===== src/rtl/result_display.sv =====
// Purpose: scans a 4-digit 7-seg display showing |data|, sign, add/sub mode and overflow.
// Latency: inputs registered once, seg/an registered once more (2 clocks); led_ov 2 clocks.
// Backpressure: none; the scan counter free-runs and never stalls on input changes.
module result_display #(
    parameter int REFRESH_DIV = 100000,
    parameter int BLINK_DIV   = 25000000
) (
    input  logic       clk,
    input  logic       rst_n,
    input  logic [3:0] data,
    input  logic       OV,
    input  logic       cm1,
    output logic [6:0] seg,
    output logic [3:0] an,
    output logic       dp,
    output logic       led_ov
);

    localparam int RW = (REFRESH_DIV > 2) ? $clog2(REFRESH_DIV) : 1;
    localparam int BW = (BLINK_DIV > 2) ? $clog2(BLINK_DIV) : 1;

    localparam logic [RW-1:0] REF_LAST   = RW'(REFRESH_DIV - 1);
    localparam logic [BW-1:0] BLINK_LAST = BW'(BLINK_DIV - 1);

    // Segment patterns, {g,f,e,d,c,b,a}, active-low.
    localparam logic [6:0] SEG_BLANK = 7'b1111111;
    localparam logic [6:0] SEG_DASH  = 7'b0111111;
    localparam logic [6:0] SEG_A     = 7'b0001000;
    localparam logic [6:0] SEG_S     = 7'b0010010;
    localparam logic [6:0] SEG_O     = 7'b0100011;

    typedef enum logic [1:0] {
        DIG0 = 2'd0,
        DIG1 = 2'd1,
        DIG2 = 2'd2,
        DIG3 = 2'd3
    } dig_sel_e;

    // Registered input copies; all decoding works from these only.
    logic [3:0] data_q;
    logic       ov_q;
    logic       cm1_q;

    // Scan state.
    logic [RW-1:0] ref_cnt_q, ref_cnt_d;
    dig_sel_e      sel_q, sel_d;

    // Overflow blink state; phase 1 means digits 0/1 are lit.
    logic [BW-1:0] blink_cnt_q, blink_cnt_d;
    logic          phase_q, phase_d;

    // Output registers, so anode and cathode change on the same edge.
    logic [3:0] an_q, an_d;
    logic [6:0] seg_q, seg_d;
    logic       led_q;

    // Decode helpers.
    logic [3:0] mag;
    logic [6:0] mag_seg;
    logic       blank_low;

    // Decimal digit 0..8 to segment pattern; out-of-range values show blank.
    function automatic logic [6:0] digit_seg(input logic [3:0] v);
        logic [6:0] s;
        case (v)
            4'd0:    s = 7'b1000000;
            4'd1:    s = 7'b1111001;
            4'd2:    s = 7'b0100100;
            4'd3:    s = 7'b0110000;
            4'd4:    s = 7'b0011001;
            4'd5:    s = 7'b0010010;
            4'd6:    s = 7'b0000010;
            4'd7:    s = 7'b1111000;
            4'd8:    s = 7'b0000000;
            default: s = SEG_BLANK;
        endcase
        return s;
    endfunction

    // Sample the adder outputs every clock.
    always_ff @(posedge clk or negedge rst_n) begin
        if (!rst_n) begin
            data_q <= 4'd0;
            ov_q   <= 1'b0;
            cm1_q  <= 1'b0;
        end else begin
            data_q <= data;
            ov_q   <= OV;
            cm1_q  <= cm1;
        end
    end

    // Refresh counter and digit select next state; advances select on each wrap.
    always_comb begin
        ref_cnt_d = ref_cnt_q + RW'(1);
        sel_d     = sel_q;
        if (ref_cnt_q == REF_LAST) begin
            ref_cnt_d = '0;
            case (sel_q)
                DIG0:    sel_d = DIG1;
                DIG1:    sel_d = DIG2;
                DIG2:    sel_d = DIG3;
                default: sel_d = DIG0;
            endcase
        end
    end

    // Scan state register.
    always_ff @(posedge clk or negedge rst_n) begin
        if (!rst_n) begin
            ref_cnt_q <= '0;
            sel_q     <= DIG0;
        end else begin
            ref_cnt_q <= ref_cnt_d;
            sel_q     <= sel_d;
        end
    end

    // Blink counter runs only during overflow; otherwise parked with the phase on.
    always_comb begin
        blink_cnt_d = '0;
        phase_d     = 1'b1;
        if (ov_q) begin
            phase_d = phase_q;
            if (blink_cnt_q == BLINK_LAST) begin
                blink_cnt_d = '0;
                phase_d     = ~phase_q;
            end else begin
                blink_cnt_d = blink_cnt_q + BW'(1);
            end
        end
    end

    // Blink state register.
    always_ff @(posedge clk or negedge rst_n) begin
        if (!rst_n) begin
            blink_cnt_q <= '0;
            phase_q     <= 1'b1;
        end else begin
            blink_cnt_q <= blink_cnt_d;
            phase_q     <= phase_d;
        end
    end

    // Digit content: magnitude (1000 wraps to itself and reads as 8), sign, mode, overflow.
    always_comb begin
        mag       = data_q[3] ? (~data_q + 4'd1) : data_q;
        mag_seg   = digit_seg(mag);
        blank_low = ov_q && !phase_q;
        an_d      = 4'b1110;
        seg_d     = SEG_BLANK;
        case (sel_q)
            DIG0: begin
                an_d  = 4'b1110;
                seg_d = blank_low ? SEG_BLANK : mag_seg;
            end
            DIG1: begin
                an_d  = 4'b1101;
                seg_d = (blank_low || !data_q[3]) ? SEG_BLANK : SEG_DASH;
            end
            DIG2: begin
                an_d  = 4'b1011;
                seg_d = cm1_q ? SEG_S : SEG_A;
            end
            default: begin
                an_d  = 4'b0111;
                seg_d = ov_q ? SEG_O : SEG_BLANK;
            end
        endcase
    end

    // Output registers; reset forces all digits dark and the LED off.
    always_ff @(posedge clk or negedge rst_n) begin
        if (!rst_n) begin
            an_q  <= 4'b1111;
            seg_q <= SEG_BLANK;
            led_q <= 1'b0;
        end else begin
            an_q  <= an_d;
            seg_q <= seg_d;
            led_q <= ov_q;
        end
    end

    assign an     = an_q;
    assign seg    = seg_q;
    assign led_ov = led_q;
    assign dp     = 1'b1;

endmodule

===== config.mk =====
export PLATFORM = sky130hd
export DESIGN_NAME = result_display
export DESIGN_NICKNAME = d
export VERILOG_FILES = /design/src/rtl/result_display.sv
export SDC_FILE = /design/constraint.sdc
export NUM_CORES = 1
export LEC_CHECK = 0
export CAP_MARGIN = 40
export CORE_MARGIN = 5
export CORE_UTILIZATION = 45
export DETAILED_ROUTE_END_ITERATION = 8
export HOLD_SLACK_MARGIN = 0.1
export PLACE_DENSITY = 0.69
export SKIP_LAST_GASP = 1
export SYNTH_ARGS = -nofsm -noshare
export SYNTH_HDL_FRONTEND = slang
export SYNTH_SLANG_ARGS = --single-unit

===== constraint.sdc =====
create_clock -name clk -period 2.5 [get_ports clk]
set_clock_uncertainty 0.15 [all_clocks]
set_input_delay 0.5 -clock clk [delete_from_list [all_inputs] [get_ports clk]]
set_output_delay 0.5 -clock clk [all_outputs]
set_load 0.05 [all_outputs]

==> reports/metrics.cfg <==
[critical_path]
path_buf_inv = 1
max_stage_delay_ns = 0.80
crit_slowest_cell = clkdlybuf4s50_1
critical_path.top_delay_family = buffers and inverters
path_cells = clkdlybuf4s50_1
crit_arrival_ns = 1.65
path_max_fanout = 1
timing_worst_setup_path_type = flop to output pin
cp.required_ns = 1.85
end_kind = output pin
start_kind = flop

[synth]
synth-main-ff-cell = dfrtp_1
seq_area_frac_synth_pct = 52.0
yosysWarnings = 0
yosys.area.top_type = dfrtp_1
synth_edf_count = 0
syn_inst = 295
synth_area_leaders = dfrtp_1 (42%), dfstp_2 (10%), xor2_1 (7.7%), nor2_1 (6.0%), ha_1 (4.9%)
postSynthNetCount = 315
synth-seq-cells = 63
synth_cell_types = 40
synthesis.area_mm2 = 0.00306
avgSynthCellArea_um2 = 10.4
async_flop_share_pct = 100
synth_top_area_share_pct = 41.7

[drt]
postRouteAntennaNets = 0
vias = 2124
routed_wl_um = 5430
drt_iter0_drc = 82
wl_per_cell_um = 13.3
routed_via_density = 5.19
drcViolationCount = 0
first_pass_iters = 4

[die]
num_rows = 30
die_w_um = 92.4
core_area_mm2 = 0.00672
start_util_pct = 45.5
io-pin-count = 21
die_y_um = 92.4
die_area_mm2 = 0.00854

[global_routing]
grt_max_degree = 31
grt_pass1_wl_um = 9600
grt_usage_pct = 14.2
grt_overflow = 0
grt_pass1_vias = 2137
antenna_found_initial = 0

[sta]
drv_slew = 0
setup_slack_ns = 0.196
fin_crit_sh_pct = 92.1
tns_ns = 0
hold_viol = 0
setup_viol = 0
max_freq_mhz = 434
min_period_ns = 2.30
slew_headroom_pct = 54.0
worstMarginPinSlew_ns = 0.685

[cts]
cts_max_level = 3
cts.clk_slew.worst_paths_ns = 0.07
clock_latency_ns = 0.34
root_buffer = clkbuf_8
cts_tree = built
cts.sinks = 63
cts_buffer_depth = 2
cts_buffers = 9
post-cts-setup-buffers = 0

[finish]
mostFrequentLayoutCell = dfrtp_1
final_cell_mix = dfrtp_1 (50), nor2_1 (49), xor2_1 (27)
final_core_util_pct = 53.1
syn_to_final_growth_pct = 16.6
drive_gt1_share_pct = 12.8
final_cells = 409
fin_nets = 344
num_antenna_cells = 0

[flow_run]
max-cap-violations = 0

[pwr]
power_density_mw_per_mm2 = 610
ir_worst_vdd_mv = 0.254
leakage_uw = 0.00156

[place]
gp_congestion = 0.785
port_buffers = 19
place_ws_ns = 0.141
dp.cells = 392
place_hpwl_um = 3910

[outcome]
status = finished clean

[hold_path]
hp-class = flop to flop

[state kept, by name, summed over array words and instances, names as in the netlist]
register	flops
phase_q	1
cm1_q	1
data_q	4
ov_q	1
sel_q	2
blink_cnt_q	25
an	4
seg	7
ref_cnt_q	17
led_ov	1
[per-stage QoR]
step	hold WS [ns]	area, µm²	power, µW
after floorplan	0.0544	3060	1220
after global placement	0.318	3350	1300
after detailed placement	0.311	3350	1300
after CTS	0.321	3560	2200
after global routing	0.339	3570	2270
final	0.323	3570	2170
[synth_stat cells, types with 5 or more instances]
library cell and count:
nand4_1 10, dfrtp_1 51, dfstp_2 12, and4_1 5, xor2_1 27, xnor2_1 14, nand2_1 21, o21ai_0 6
a21oi_1 5, inv_1 13, nor2_1 49, and3_1 5, ha_1 12, nand3_1 21
[final timing paths]
kind	from	end	slack, ns	depth (start not counted)
min in group asynchronous	rst_n	led_ov	0.49	2
max in group asynchronous	rst_n	an[0]	1.14	3
min	ov_q	led_ov	0.32	0
max	an[2]	an[2]	0.20	1
min reg2reg	ov_q	led_ov	0.32	0
max reg2reg	data_q[0]	seg[3]	0.22	8
[worst reg2reg max path, delay by kind of cell, from the launching register on]
| kind | cells | cell delay, ns |
|---|---|---|
| flops | 1 | 0.45 |
| fa+ha+maj | 2 | 0.57 |
| buf+inv | 2 | 0.31 |
| simple gates | 2 | 0.37 |
| compound gates | 2 | 0.36 |
[routing by layer]
metal	GRT usage [%]	routed length [µm]	vias up
li1	-	-	1060
met3	4.22	208	8
met1	18.3	2560	1027
met5	0	0	-
met2	21.9	2570	29
met4	6.93	90	0
[timing repair]
action / CTS / global route
endpoints found under the setup margin: 0 / 2
endpoints found under the hold margin: 9 / 0
gates resized for setup: 0 / 2
hold buffers: 1 / 0
[power by group]
part,total (µW),switching (µW),internal [µW]
Sequential,1070,14.4,1060
Combinational,211,136,74.9
Clock,892,382,510
Total,2170,533,1640
[layout make-up]
type | count | area, µm²
inverter | 13 | 48.8
timing repair buffer | 25 | 245
sequential | 63 | 1590
clock buffer | 12 | 155
fill | 595 | 3150
clock inverter | 4 | 45.0
tap | 80 | 100
multi-input combinational | 212 | 1380
[cells by family after synthesis]
family / share of synthesized area, %
AND/OR/NAND/NOR: 22.6
adder cells (fa/ha/maj): 4.91
AO/OA/AOI/OAI: 5.11
buffers and inverters: 3.11
other: 0.123
XOR/XNOR: 11.7
flip-flops: 52.0
multiplexers: 0.327
Note: power is estimated with default switching activity, not from simulation.
==> edit, RTL diff (same flow settings) <==
The parameter `REFRESH_DIV` goes from 100000 to 200000.
--- a/src/rtl/result_display.sv
+++ b/src/rtl/result_display.sv
@@ -2,7 +2,7 @@
 // Latency: inputs registered once, seg/an registered once more (2 clocks); led_ov 2 clocks.
 // Backpressure: none; the scan counter free-runs and never stalls on input changes.
 module result_display #(
-    parameter int REFRESH_DIV = 100000,
+    parameter int REFRESH_DIV = 200000,
     parameter int BLINK_DIV   = 25000000
 ) (
     input  logic       clk,
Behaviour: no difference found for any inputs over 10 cycles, from zero or initial values and one cycle with rst_n low; that may be too few to reach the edited logic, so the function may still have changed.
==> edit against the unedited design <==
Clock power shrank 16%. Setup slack worse by 86 ps. Final cell count is 6.4% higher. First-iteration DRC count is 22% higher. Sequential cell count up 1. Power down 4.9%. Highest routed layer unchanged. Synthesized area increased by 2.5%. Cell area up 2.2%. Synthesized cell count increased by 3.1%. Register-to-register slack worse by 110 ps. Routed wire length is 8.5% higher. Count of clock-buffer cells in the layout grew 3. Largest cell class unchanged. Critical path depth increased by 7.
==> edit: results (changes against the unedited design) <==
stage	metric	value	unit	change
global_route	met2 track utilization from global routing	23.5	%	was 21.9%
sta	worst rel slew slack	65.6	%	was 54.0%
synthesis	leading post-synthesis cells by instance count	52 x sky130_fd_sc_hd__dfrtp_1, 44 x sky130_fd_sc_hd__nor2_1, 29 x sky130_fd_sc_hd__nand2_1		was 51 x sky130_fd_sc_hd__dfrtp_1, 49 x sky130_fd_sc_hd__nor2_1, 27 x sky130_fd_sc_hd__xor2_1
synthesis	xor/xnor cell area share of the yosys netlist	11.1	%	was 11.7%
pwr	Worst VDD drop	0.000200	V	was 0.000254 V
final_layout	layout cell share with drive strength beyond 1	12.7	%	was 12.8%
final_layout	final-layout fill cell count	596		was 595
drt	Post-Route WL	5890	um	was 5430 um
synthesis	synthesized net count	324		was 315
critical_path	delay-heaviest family, CP	adder cells		was buffers and inverters
synthesis	library cells used by synthesis	48		was 40
pwr	internal power	1550	uW	was 1640 uW
drt	number of DRC markers after the initial detailed-route iteration	100		was 82
synthesis	top post-synthesis cells by area	sky130_fd_sc_hd__dfrtp_1 42%, sky130_fd_sc_hd__dfstp_2 10%, sky130_fd_sc_hd__xor2_1 6.4%		was sky130_fd_sc_hd__dfrtp_1 42%, sky130_fd_sc_hd__dfstp_2 10%, sky130_fd_sc_hd__xor2_1 7.7%
global_route	GRT Resource Usage Total	14.8	%	was 14.2%
pwr	share of total power in combinational logic	11.1	%	was 9.7%
drt	detailed-route wire length on metal 1	2700	um	was 2560 um
synthesis	area share of fa/ha/maj cells after synthesis	4.79	%	was 4.91%
placed_design	placed standard-cell area	3440	sq um	was 3350 sq um
critical_path	endpoint arrival time on the critical path	2480	ps	was 1650 ps
outcome	run status	complete, no violations		unchanged
placed_design	routability congestion estimate	0.945		was 0.785
drt	met2 wire len	2820	um	was 2570 um
critical_path	Critical Path Max Stage Delay	520	ps	was 800 ps
placed_design	Detail Placement HPWL	4060	um	was 3910 um
synthesis	mux contribution to synthesized area	0.958	%	was 0.327%
global_route	first-pass GRT wire length	10400	um	was 9600 um
final_layout	layout net count	354		was 344
global_route	met3 Resource Use GR	3.94	%	was 4.22%
pwr	leakage power figure	0.00161	uW	was 0.00156 uW
pwr	Clk pwr share	36.2	%	was 41.0%
synthesis	post-synthesis sequential area ratio	51.6	%	was 52.0%
critical_path	worst-path fanout max	4		was 1
global_route	met1 demand-to-capacity share in global routing	18.9	%	was 18.3%
[edit: path summary, 6_finish.rpt]
check / from / endpoint / slack (ps) / depth (start not counted)
min in group asynchronous: rst_n / ref_cnt_q[14]$_DFF_PN0_ / 460 / 2
max: data_q[1]$_DFF_PN0_ / seg[3]$_DFF_PN1_ / 110 / 8
max in group asynchronous: rst_n / seg[1]$_DFF_PN1_ / 1160 / 3
max reg2reg: data_q[1]$_DFF_PN0_ / seg[3]$_DFF_PN1_ / 110 / 8
min reg2reg: ov_q$_DFF_PN0_ / led_ov$_DFF_PN0_ / 340 / 0
min: ov_q$_DFF_PN0_ / led_ov$_DFF_PN0_ / 340 / 0
[edit: cells by family (layout without fill, tap and decap cells)]
family / Yosys count / count (layout)
other cells: 1 / 1
mux: 3 / 3
simple gates: 137 / 137
flops: 64 / 64
fa+ha+maj: 12 / 12
xor+xnor: 39 / 39
buf+inv: 19 / 54
compound gates: 29 / 29
[edit: final cells by class]
class / count / area, sq um / share of cell area, %
Clock buffer: 15 / 156 / 4.29
Clock inverter: 1 / 5.00 / 0.137
Inverter: 11 / 41.3 / 1.13
Multi-Input combinational cell: 221 / 1450 / 39.6
Sequential cell: 64 / 1620 / 44.4
Tap cell: 96 / 120 / 3.29
Timing Repair Buffer: 27 / 260 / 7.14
[edit: through the flow]
stage          worst slack, ps  instances
2_1_floorplan              176        304
4_1_cts                   18.0        433
3_3_place_gp               156        416
3_5_place_dp              2.75        416
5_1_grt                   25.6        435
6_report                   110        435
[edit: timing repair]
action	CTS	global route
gates cloned	0	0
setup buffers	0	2
hold endpoints to repair	10	0
hold buffers	1	0
endpoints found under the setup margin	1	2
resized for setup	1	3
